[config.mk]
export PLATFORM = sky130hd
export DESIGN_NAME = spi_master
export DESIGN_NICKNAME = d
export VERILOG_FILES = /design/src/rtl/spi_pkg.sv /design/src/rtl/spi_clk_gen.sv /design/src/rtl/spi_master.sv
export SDC_FILE = /design/constraint.sdc
export NUM_CORES = 1
export LEC_CHECK = 0
export BUFFER_PORTS_ARGS = -buffer_cell sky130_fd_sc_hd__buf_2
export CAP_MARGIN = 5
export CELL_PAD_IN_SITES_DETAIL_PLACEMENT = 1
export CELL_PAD_IN_SITES_GLOBAL_PLACEMENT = 2
export CORE_ASPECT_RATIO = 0.8
export CORE_MARGIN = 2
export CORE_UTILIZATION = 33
export CTS_CLUSTER_DIAMETER = 60
export DETAILED_ROUTE_END_ITERATION = 12
export GPL_TIMING_DRIVEN = 0
export PLACE_DENSITY_LB_ADDON = 0.08
export SYNTH_ARGS = -nofsm -noshare
export SYNTH_HDL_FRONTEND = slang
export SYNTH_SLANG_ARGS = --single-unit
[constraint.sdc]
create_clock -name clk -period 2.8 [get_ports clk]
set_clock_uncertainty 0.15 [all_clocks]
set_input_delay 0.56 -clock clk [delete_from_list [all_inputs] [get_ports clk]]
set_output_delay 0.56 -clock clk [all_outputs]
set_load 0.05 [all_outputs]
[src/rtl/spi_pkg.sv]
// Shared SPI master types and limits.
// Types only: no latency and no flow control.
package spi_pkg;

  localparam int SPI_MAX_DATA_W = 32;
  localparam int SPI_MAX_SS     = 8;

  typedef enum logic [1:0] {
    IDLE,
    SETUP,
    XFER,
    HOLD
  } spi_state_t;

  typedef struct packed {
    logic cpol;
    logic cpha;
  } spi_mode_t;

endpackage

[src/rtl/spi_clk_gen.sv]
// SPI divider: tick_o every H = div_i+1 cycles while run_i is high; lead/trail strobes inside XFER.
// The strobes are combinational from the counter. There is no backpressure: the strobes free-run while run_i is high.
module spi_clk_gen #(
  parameter int DIV_W = 8
) (
  input  logic             clk_i,
  input  logic             rst_n_i,
  input  logic             run_i,
  input  logic             xfer_i,
  input  logic [DIV_W-1:0] div_i,
  output logic             tick_o,
  output logic             lead_tick_o,
  output logic             trail_tick_o
);

  logic [DIV_W-1:0] cnt_q, cnt_d;
  logic             phase_q, phase_d;
  logic             tick;

  always_comb begin
    tick    = run_i && (cnt_q == div_i);
    cnt_d   = cnt_q;
    phase_d = phase_q;
    if (!run_i || tick) begin
      cnt_d = '0;
    end else begin
      cnt_d = cnt_q + 1'b1;
    end
    // phase 0 means the next sclk edge is a leading edge
    if (!xfer_i) begin
      phase_d = 1'b0;
    end else if (tick) begin
      phase_d = ~phase_q;
    end
    tick_o       = tick;
    lead_tick_o  = xfer_i && tick && !phase_q;
    trail_tick_o = xfer_i && tick && phase_q;
  end

  always_ff @(posedge clk_i) begin
    if (!rst_n_i) begin
      cnt_q   <= '0;
      phase_q <= 1'b0;
    end else begin
      cnt_q   <= cnt_d;
      phase_q <= phase_d;
    end
  end

endmodule

[src/rtl/spi_master.sv]
// SPI master: done arrives (2*DATA_W+2)*H+1 cycles after start. A start seen while busy is dropped; there is no queueing.
// Optional SPI_MASTER_LSB_FIRST_EN adds a lsb_first input that selects the bit order per transfer.
import spi_pkg::*;

module spi_master #(
  parameter int  DATA_W = 16,
  parameter int  NUM_SS = 4,
  parameter int  DIV_W  = 8,
  localparam int SS_W   = (NUM_SS > 1) ? $clog2(NUM_SS) : 1
) (
  input  logic              clk,
  input  logic              rst_n,
  input  logic              start,
  input  logic [DATA_W-1:0] wr_data,
  input  logic [SS_W-1:0]   ss_sel,
  input  logic              cpol,
  input  logic              cpha,
`ifdef SPI_MASTER_LSB_FIRST_EN
  input  logic              lsb_first,
`endif
  input  logic [DIV_W-1:0]  clk_div,
  input  logic              miso,
  output logic              busy,
  output logic              done,
  output logic [DATA_W-1:0] rd_data,
  output logic              sclk,
  output logic              mosi,
  output logic [NUM_SS-1:0] ss_n
);

  localparam int CNT_W = $clog2(SPI_MAX_DATA_W);

  spi_state_t        state_q, state_d;
  spi_mode_t         mode_q, mode_d;
  logic [DIV_W-1:0]  div_q, div_d;
  logic [NUM_SS-1:0] ss_n_q, ss_n_d;
  logic              sclk_q, sclk_d;
  logic              mosi_q, mosi_d;
  logic [DATA_W-1:0] tx_q, tx_d;
  logic [DATA_W-1:0] rx_q, rx_d;
  logic [DATA_W-1:0] rd_q, rd_d;
  logic              done_q, done_d;
  logic [CNT_W-1:0]  bit_cnt_q, bit_cnt_d;
  logic              lsb_q, lsb_d, lsb_in;
  logic              tick, lead_tick, trail_tick;
  logic              sample, shift;

`ifdef SPI_MASTER_LSB_FIRST_EN
  assign lsb_in = lsb_first;
`else
  assign lsb_in = 1'b0;
`endif

  function automatic logic head_bit(input logic [DATA_W-1:0] w, input logic lsb);
    return lsb ? w[0] : w[DATA_W-1];
  endfunction

  function automatic logic [DATA_W-1:0] drop_head(input logic [DATA_W-1:0] w, input logic lsb);
    return lsb ? {1'b0, w[DATA_W-1:1]} : {w[DATA_W-2:0], 1'b0};
  endfunction

  spi_clk_gen #(
    .DIV_W (DIV_W)
  ) u_clk_gen (
    .clk_i        (clk),
    .rst_n_i      (rst_n),
    .run_i        (state_q != IDLE),
    .xfer_i       (state_q == XFER),
    .div_i        (div_q),
    .tick_o       (tick),
    .lead_tick_o  (lead_tick),
    .trail_tick_o (trail_tick)
  );

  always_comb begin
    state_d   = state_q;
    mode_d    = mode_q;
    div_d     = div_q;
    ss_n_d    = ss_n_q;
    sclk_d    = sclk_q;
    mosi_d    = mosi_q;
    tx_d      = tx_q;
    rx_d      = rx_q;
    rd_d      = rd_q;
    done_d    = 1'b0;
    bit_cnt_d = bit_cnt_q;
    lsb_d     = lsb_q;
    sample    = mode_q.cpha ? trail_tick : lead_tick;
    shift     = mode_q.cpha ? lead_tick : trail_tick;

    unique case (state_q)
      IDLE: begin
        mosi_d = 1'b0;
        if (start) begin
          state_d     = SETUP;
          mode_d.cpol = cpol;
          mode_d.cpha = cpha;
          div_d       = clk_div;
          sclk_d      = cpol;
          lsb_d       = lsb_in;
          bit_cnt_d   = '0;
          rx_d        = '0;
          tx_d        = wr_data;
          // an out-of-range ss_sel matches no line, so nothing is selected
          for (int i = 0; i < NUM_SS; i++) begin
            ss_n_d[i] = (ss_sel != SS_W'(i));
          end
          if (!cpha) begin
            mosi_d = head_bit(wr_data, lsb_in);
            tx_d   = drop_head(wr_data, lsb_in);
          end
        end
      end
      SETUP: begin
        if (tick) state_d = XFER;
      end
      XFER: begin
        if (lead_tick || trail_tick) sclk_d = ~sclk_q;
        if (shift) begin
          mosi_d = head_bit(tx_q, lsb_q);
          tx_d   = drop_head(tx_q, lsb_q);
        end
        if (sample) begin
          rx_d = lsb_q ? {miso, rx_q[DATA_W-1:1]} : {rx_q[DATA_W-2:0], miso};
        end
        if (trail_tick) begin
          bit_cnt_d = bit_cnt_q + 1'b1;
          if (bit_cnt_q == CNT_W'(DATA_W - 1)) state_d = HOLD;
        end
      end
      HOLD: begin
        if (tick) begin
          state_d = IDLE;
          ss_n_d  = '1;
          done_d  = 1'b1;
          rd_d    = rx_q;
          mosi_d  = 1'b0;
        end
      end
    endcase
  end

  always_ff @(posedge clk) begin
    if (!rst_n) begin
      state_q   <= IDLE;
      mode_q    <= '0;
      div_q     <= '0;
      ss_n_q    <= '1;
      sclk_q    <= 1'b0;
      mosi_q    <= 1'b0;
      tx_q      <= '0;
      rx_q      <= '0;
      rd_q      <= '0;
      done_q    <= 1'b0;
      bit_cnt_q <= '0;
      lsb_q     <= 1'b0;
    end else begin
      state_q   <= state_d;
      mode_q    <= mode_d;
      div_q     <= div_d;
      ss_n_q    <= ss_n_d;
      sclk_q    <= sclk_d;
      mosi_q    <= mosi_d;
      tx_q      <= tx_d;
      rx_q      <= rx_d;
      rd_q      <= rd_d;
      done_q    <= done_d;
      bit_cnt_q <= bit_cnt_d;
      lsb_q     <= lsb_d;
    end
  end

  assign busy    = (state_q != IDLE);
  assign done    = done_q;
  assign rd_data = rd_q;
  assign sclk    = sclk_q;
  assign mosi    = mosi_q;
  assign ss_n    = ss_n_q;

endmodule

==> impl_results.md, run 1 <==
- First-pass GRT wire length: ~18000 microns
- Setup TNS: 0 ns
- Final worst-path cycle share: approximately nine tenths
- Clock transition at path regs: approximately 0.06 ns
- Hold_sp: rd_data[1]$_SDFFE_PN0P_
- Met3 usage: roughly 4.7%
- Root Buffer: clkbuf_16
- Cts bufs inserted: 9
- DRT Wirelength: a little over 10000 microns
- Tmin final: 2.53 ns
- Part of the power in registers: between 30% and 40%
- Worst-path fanout max: 10
- Cells after synthesis: between 400 and 500
- Busiest metal layer after global routing: met2
- Dpl hpwl: around 7400 microns
- GPL Wtd Cong: a little under 0.8
- Combinational power share: 26.9%
- Hold/Removal Path Class: flop to flop
- Post-synth net total: around 490
- Hold depth: 2
- Clk pwr share: a little over a third
- Most common cell after layout, fill and taps aside: nand2_1
- RSZ-0062 raised after global routing: no
- DR iter-0 viols: approximately 100
- Die X-Extent: ~120 microns
- Reg-to-reg slack, setup: around 0.27 ns
- Reg2Reg Depth: 8
- Top FF cell, synth: dfxtp_1
- Total number of vias: about 3300
- # rows: 34
- Hold Path End: rd_data[1]$_SDFFE_PN0P_
- Clock sink total: 80
- Worst Setup End Kind: flop
- Critical path required time: slightly below 3 ns
- Yosys warning count: 0
- Switching Fraction: 33.8%
- I/O Pins: 56
- Die Span Y: between 90 and 100 microns
- Layout cells sized above 1: approximately 15%
- Commonest non-fill, non-tap cells in the layout: nand2_1 (109), dfxtp_1 (80), buf_2 (58)
- Setup crit start kind: flop
- Reg2reg end: rx_q[12]$_SDFFE_PN0P_
- Distinct cells, synth: 40
- Post-synthesis sequential area ratio: a little over two fifths
- # diodes: 0
- DR WL/cell: ~15 microns
- Critical path's largest stage delay: roughly 0.46 ns
- Area Growth Syn to Fin: 20.4%
- #FFs+latches synth: 80
- Antenna-violating nets left: 0
- Avg Cell Area, Syn: between 8 and 9 sq um
- Worst slew margin relative to its limit: between 30% and 40%
- Critical path buffer and inverter count: 3
- Ys async rst share: 0%
- Worst hold margin: 0.302 ns
- # Post-CTS Setup Buffers: 0
- Initial antenna violation count: 0
- Top delay family on crit path: simple AND/OR/NAND/NOR gates
- LEAKAGE: about 0.0017 uW
- Crit-path cells: inv_1 > ha_1 > nor3_1 > and4_1 > clkbuf_1 > buf_2 > nand2_1 > a21oi_1
- CTS Buffer Depth: 2
- Fmax: ~400 MHz
- Largest net degree at the start of global routing: 13
- Int Pwr: ~2300 uW
- Vias in the first global route: between 3000 and 4000
- Max Slew Vio Count: 0
- Critical-path top delay cell: nor3_1
- Cts repair resizes: 0
- All-Layer GR Usage: 18.8%
- Max cap viols: 0
- CTS tree: built
- CP arrival: around 2.7 ns
- Full die area: roughly 12000 sq um
- Pwr/cell area: about 800 nW/um^2
- Clk_lat worst skew: 0.34 ns
- Worst VDD drop: 0.288 mV
- Synthesized cell area: ~3700 sq um
- Worst r2r src: state_q[0]$_SDFFE_PN0P_
- Hold Vio Cnt, Final: 0
- Post-synth EDFFs: 0
- # setup viols final: 0
- Least-Margin Pin Slew: ~0.98 ns
- Vias/cell: approximately 5
- Sw Pwr: between 1000 and 1500 uW
- Met1 Use GR: approximately a quarter
- Clock H-tree levels: 3
- Total power: about 3500 uW
- Routing usage on met2: between 20 and 30%
- Outcome: complete, no violations
- Setup CP Type: flop to flop
- Core ar.: 10800 sq um
- Hold buffer count at CTS: 0
- Core Util, Final: 40.7%
- Fin nets: ~560
- Port-buffer cells: 53
- Residual DRC count: 0
- Gr ovfl total: 0
- Effective utilization at floorplan: 33.8%
- Drt first pass iters: 4
## sequential cells by signal, summed over array words and instances, names as in the netlist
name               count
state_q                2
rx_q                  16
ss_n                   4
done                   1
mode_q                 1
u_clk_gen.phase_q      1
div_q                  8
rd_data               16
mosi                   1
tx_q                  16
bit_cnt_q              5
u_clk_gen.cnt_q        8
sclk                   1
## how the worst max path moves through the flow
stage	startpoint	end	slack, ns	depth (start not counted)
6_report	state_q[0]$_SDFFE_PN0P_	rx_q[12]$_SDFFE_PN0P_	0.27	8
5_1_grt	state_q[0]$_SDFFE_PN0P_	rx_q[11]$_SDFFE_PN0P_	0.04	9
4_1_cts	state_q[0]$_SDFFE_PN0P_	rx_q[12]$_SDFFE_PN0P_	0.26	9
3_5_place_dp	state_q[0]$_SDFFE_PN0P_	rd_data[7]$_SDFFE_PN0P_	0.29	7
3_3_place_gp	state_q[0]$_SDFFE_PN0P_	rd_data[15]$_SDFFE_PN0P_	0.31	7
2_1_floorplan	state_q[0]$_SDFFE_PN0P_	bit_cnt_q[0]$_SDFFE_PN0P_	0.71	6
## cells by family after synthesis
logic type | synth area share (%)
compound gates | 12.8
xor+xnor | 3.82
mux | 9.04
fa+ha+maj | 2.39
flops | 43.7
simple gates | 24.1
buf+inv | 4.16
## per-stage QoR
stage | area [sq um] | worst slack, ns | cells
after floorplan | 3670 | 0.708 | 452
after global placement | 4110 | 0.306 | 649
after detailed placement | 4110 | 0.285 | 649
after CTS | 4420 | 0.262 | 664
after global routing | 4420 | 0.0367 | 664
final | 4420 | 0.268 | 664
## worst register-to-register path, delay by kind of cell, from the launching register on
| family | cells | cell delay [ns] |
|---|---|---|
| flip-flops | 1 | 0.38 |
| AND/OR/NAND/NOR | 3 | 0.81 |
| adder cells (fa/ha/maj) | 1 | 0.29 |
| AO/OA/AOI/OAI | 1 | 0.14 |
| buffers and inverters | 3 | 0.69 |
## area by class of cell
type,instances,area (sq um)
well taps,144,180
flip-flops and latches,80,1600
clock buffers,11,233
multi-input cells,335,1910
plain buffers,29,123
repair buffers,53,265
clock inverters,4,70.1
fillers,1355,6430
inverters,8,30.0
## Yosys cell counts (2+ instances only)
library cell  number  share of area (%)
nand2_1          109                 11
dfxtp_1           80                 44
a21oi_1           52                7.1
nand3_1           41                5.6
mux2i_1           32                8.7
clkbuf_1          22                2.3
o21ai_0           19                2.6
nor2_1            16                1.6
inv_1              8               0.82
xnor2_1            8                1.9
xor2_1             8                1.9
ha_1               7                2.4
nor3_1             6               0.82
buf_2              5               0.68
nand4_1            4               0.68
and3_1             3               0.51
a211oi_1           2               0.41
a21o_1             2               0.41
and4_1             2               0.48
nor3b_1            2               0.41
nor4_1             2               0.34
o21a_1             2               0.41
o31ai_1            2               0.41
or4_1              2               0.41
## power by group through the flow
| stage | Sequential (uW) | Clock [uW] | Combinational, uW |
|---|---|---|---|
| after global placement | 1370 | 0 | 946 |
| after CTS | 1350 | 1280 | 968 |
| final | 1350 | 1240 | 952 |
| after detailed placement | 1370 | 0 | 964 |
| after floorplan | 1420 | 0 | 637 |
| after global routing | 1360 | 1330 | 1080 |
## layer usage
metal / part of all wire [%] / vias to the layer above
li1: - / 1682
met1: 51 / 1601
met2: 45 / 37
met3: 3.2 / 10
met4: 1.2 / 0
met5: 0 / -
Note: power is estimated with default switching activity, not from simulation.
==> run 2: changes to the inputs <==
==> constraint.sdc (replaced) <==
create_clock -name clk -period 2.4 [get_ports clk]
set_clock_uncertainty 0.15 [all_clocks]
set_input_delay 0.48 -clock clk [delete_from_list [all_inputs] [get_ports clk]]
set_output_delay 0.48 -clock clk [all_outputs]
set_load 0.05 [all_outputs]
==> run 2 against run 1 <==
- total power increased by 19%
- flip-flop and latch count unchanged
- non-clock buffer count increased by 3
- critical path depth unchanged
- hold slack got worse by 0.076 ns
- global-route usage about the same
- via count increased by 0.24%
- critical path type unchanged
- critical endpoint is now tx_q[11]$_SDFFE_PN0P_
==> impl_results.md, run 2 (synthesized netlist as in run 1, its figures left out) <==
- LEAKAGE: 0.00178 uW
- Drt first pass iters: 4
- Worst Setup End Kind: flop
- Layout cells sized above 1: 18.2%
- Final worst-path cycle share: between 90% and 100%
- Pwr/cell area: 939 nW/um^2
- DRT Wirelength: roughly 10000 microns
- Most common cell after layout, fill and taps aside: nand2_1
- Area of placed instances: just over 4000 sq um
- Switching Fraction: 33.8%
- Fin nets: around 560
- Residual DRC count: 0
- I/O Pins: 56
- Outcome: complete, no violations
- Reg area: 1600 sq um
- Die X-Extent: about 120 microns
- CP arrival: roughly 2.4 ns
- Least-Margin Pin Slew: about 0.63 ns
- Full die area: around 12000 sq um
- # setup viols final: 0
- Final Cell Area: between 4000 and 5000 sq um
- DR WL/cell: approximately 15 microns
- Worst VDD drop: 0.339 mV
- Critical path's largest stage delay: around 0.44 ns
- Worst slew margin relative to its limit: between 50% and 60%
- Initial antenna violation count: 0
- Setup TNS: 0 ns
- Multi-input logic area: 1940 sq um
- CTS tree: built
- Worst-path fanout max: 10
- DR iter-0 viols: between 100 and 150
- Vias/cell: between 5 and 6
- Die Span Y: about 98 microns
- Clk pwr share: 34.4%
- All-Layer GR Usage: between 10% and 20%
- # diodes: 0
- Cts bufs inserted: 9
- Fmax: about 440 MHz
- Commonest non-fill, non-tap cells in the layout: nand2_1 (108), dfxtp_1 (80), buf_2 (57)
- Crit-path cells: inv_1 > ha_2 > or3_4 > nor3_4 > buf_4 > a31oi_4 > buf_6 > mux2i_1
- Max cap viols: 0
- Clock sink total: 80
- Clock H-tree levels: 3
- Sw Pwr: 1430 uW
- Root Buffer: clkbuf_16
- # rows: 34
- Setup CP Type: flop to flop
- Hold/Removal Path Class: primary input to flop
- Clk_lat worst skew: ~0.34 ns
- First-pass GRT wire length: 17600 microns
- CTS Buffer Depth: 2
- Tmin final: 2.30 ns
- Clock transition at path regs: approximately 0.060 ns
- Total number of vias: roughly 3300
- FILL cells: roughly 1400
- Critical path required time: approximately 2.5 ns
- Antenna-violating nets left: 0
- Largest net degree at the start of global routing: 13
- GPL Wtd Cong: between 0.7 and 0.8
- Int Pwr: 2790 uW
- Effective utilization at floorplan: 33.8%
- Max Slew Vio Count: 0
- Dpl cells: ~650
- Gr ovfl total: 0
- Hold Vio Cnt, Final: 0
- Critical-path top delay cell: or3_4
- Vias in the first global route: 3486
- Port-buffer cells: 53
- Combinational power share: ~28%
- Setup crit start kind: flop
- Part of the power in registers: roughly 37%
- Dpl hpwl: 7420 microns
- Core ar.: roughly 11000 sq um
- Final std cells w/o fill: 667
- Area Growth Syn to Fin: 22.6%
- Total power: 4220 uW
[run 2: layout make-up]
class	count	share of cell area [%]
multi-input cells	335	43.2
repair buffers	58	7.01
clock inverters	4	1.56
plain buffers	27	2.78
inverters	8	0.668
flip-flops and latches	80	35.6
well taps	144	4.01
clock buffers	11	5.18
[run 2: worst paths after layout]
check	cells past startpoint	end	from	slack [ns]
max	8	tx_q[11]$_SDFFE_PN0P_	state_q[0]$_SDFFE_PN0P_	0.10
min reg2reg	2	rd_data[1]$_SDFFE_PN0P_	rd_data[1]$_SDFFE_PN0P_	0.30
min	3	rx_q[0]$_SDFFE_PN0P_	miso	0.23
max reg2reg	8	tx_q[11]$_SDFFE_PN0P_	state_q[0]$_SDFFE_PN0P_	0.10
[run 2: repair_timing]
action / CTS / global route
buffers inserted: 2 / 3
endpoints found under the setup margin: 22 / 58
endpoints found under the hold margin: 0 / 0
resized for setup: 2 / 15
pin swaps: 2 / 2
hold buffers: 0 / 0
[run 2: metrics by stage]
| stage | worst slack, ns | utilization, % | hold slack, ns |
|---|---|---|---|
| floorplan | 0.308 | - | 0.288 |
| CTS | 0.0191 | 40.8 | 0.215 |
| global placement | -0.0937 | 37.9 | 0.292 |
| finish | 0.102 | 41.4 | 0.227 |
| detailed placement | -0.115 | 37.9 | 0.297 |
| global route | -0.0149 | 41.4 | 0.242 |
[run 2: power groups by stage]
stage / combinational [uW] / sequential [uW] / clock, uW
finish: 1200 / 1570 / 1450
global route: 1340 / 1590 / 1560
CTS: 1130 / 1570 / 1490
detailed placement: 1120 / 1600 / 0
global placement: 1100 / 1590 / 0
floorplan: 743 / 1660 / 0
[run 2: routing by layer]
metal / global-route usage [%] / share of wire (%) / wire length, microns / vias up
met5: 0 / 0 / 0 / -
met4: 5.57 / 1.2 / 126 / 0
met3: 4.73 / 2.9 / 294 / 10
met2: 29.4 / 45 / 4550 / 35
met1: 25.3 / 51 / 5170 / 1604
li1: - / - / - / 1689
[run 2: worst max-delay path, delay by kind of cell, from the launching register on]
| kind | cells | cell delay, ns |
|---|---|---|
| AO/OA/AOI/OAI | 1 | 0.12 |
| adder cells (fa/ha/maj) | 1 | 0.24 |
| buffers and inverters | 3 | 0.46 |
| flip-flops | 1 | 0.38 |
| multiplexers | 1 | 0.13 |
| AND/OR/NAND/NOR | 2 | 0.70 |
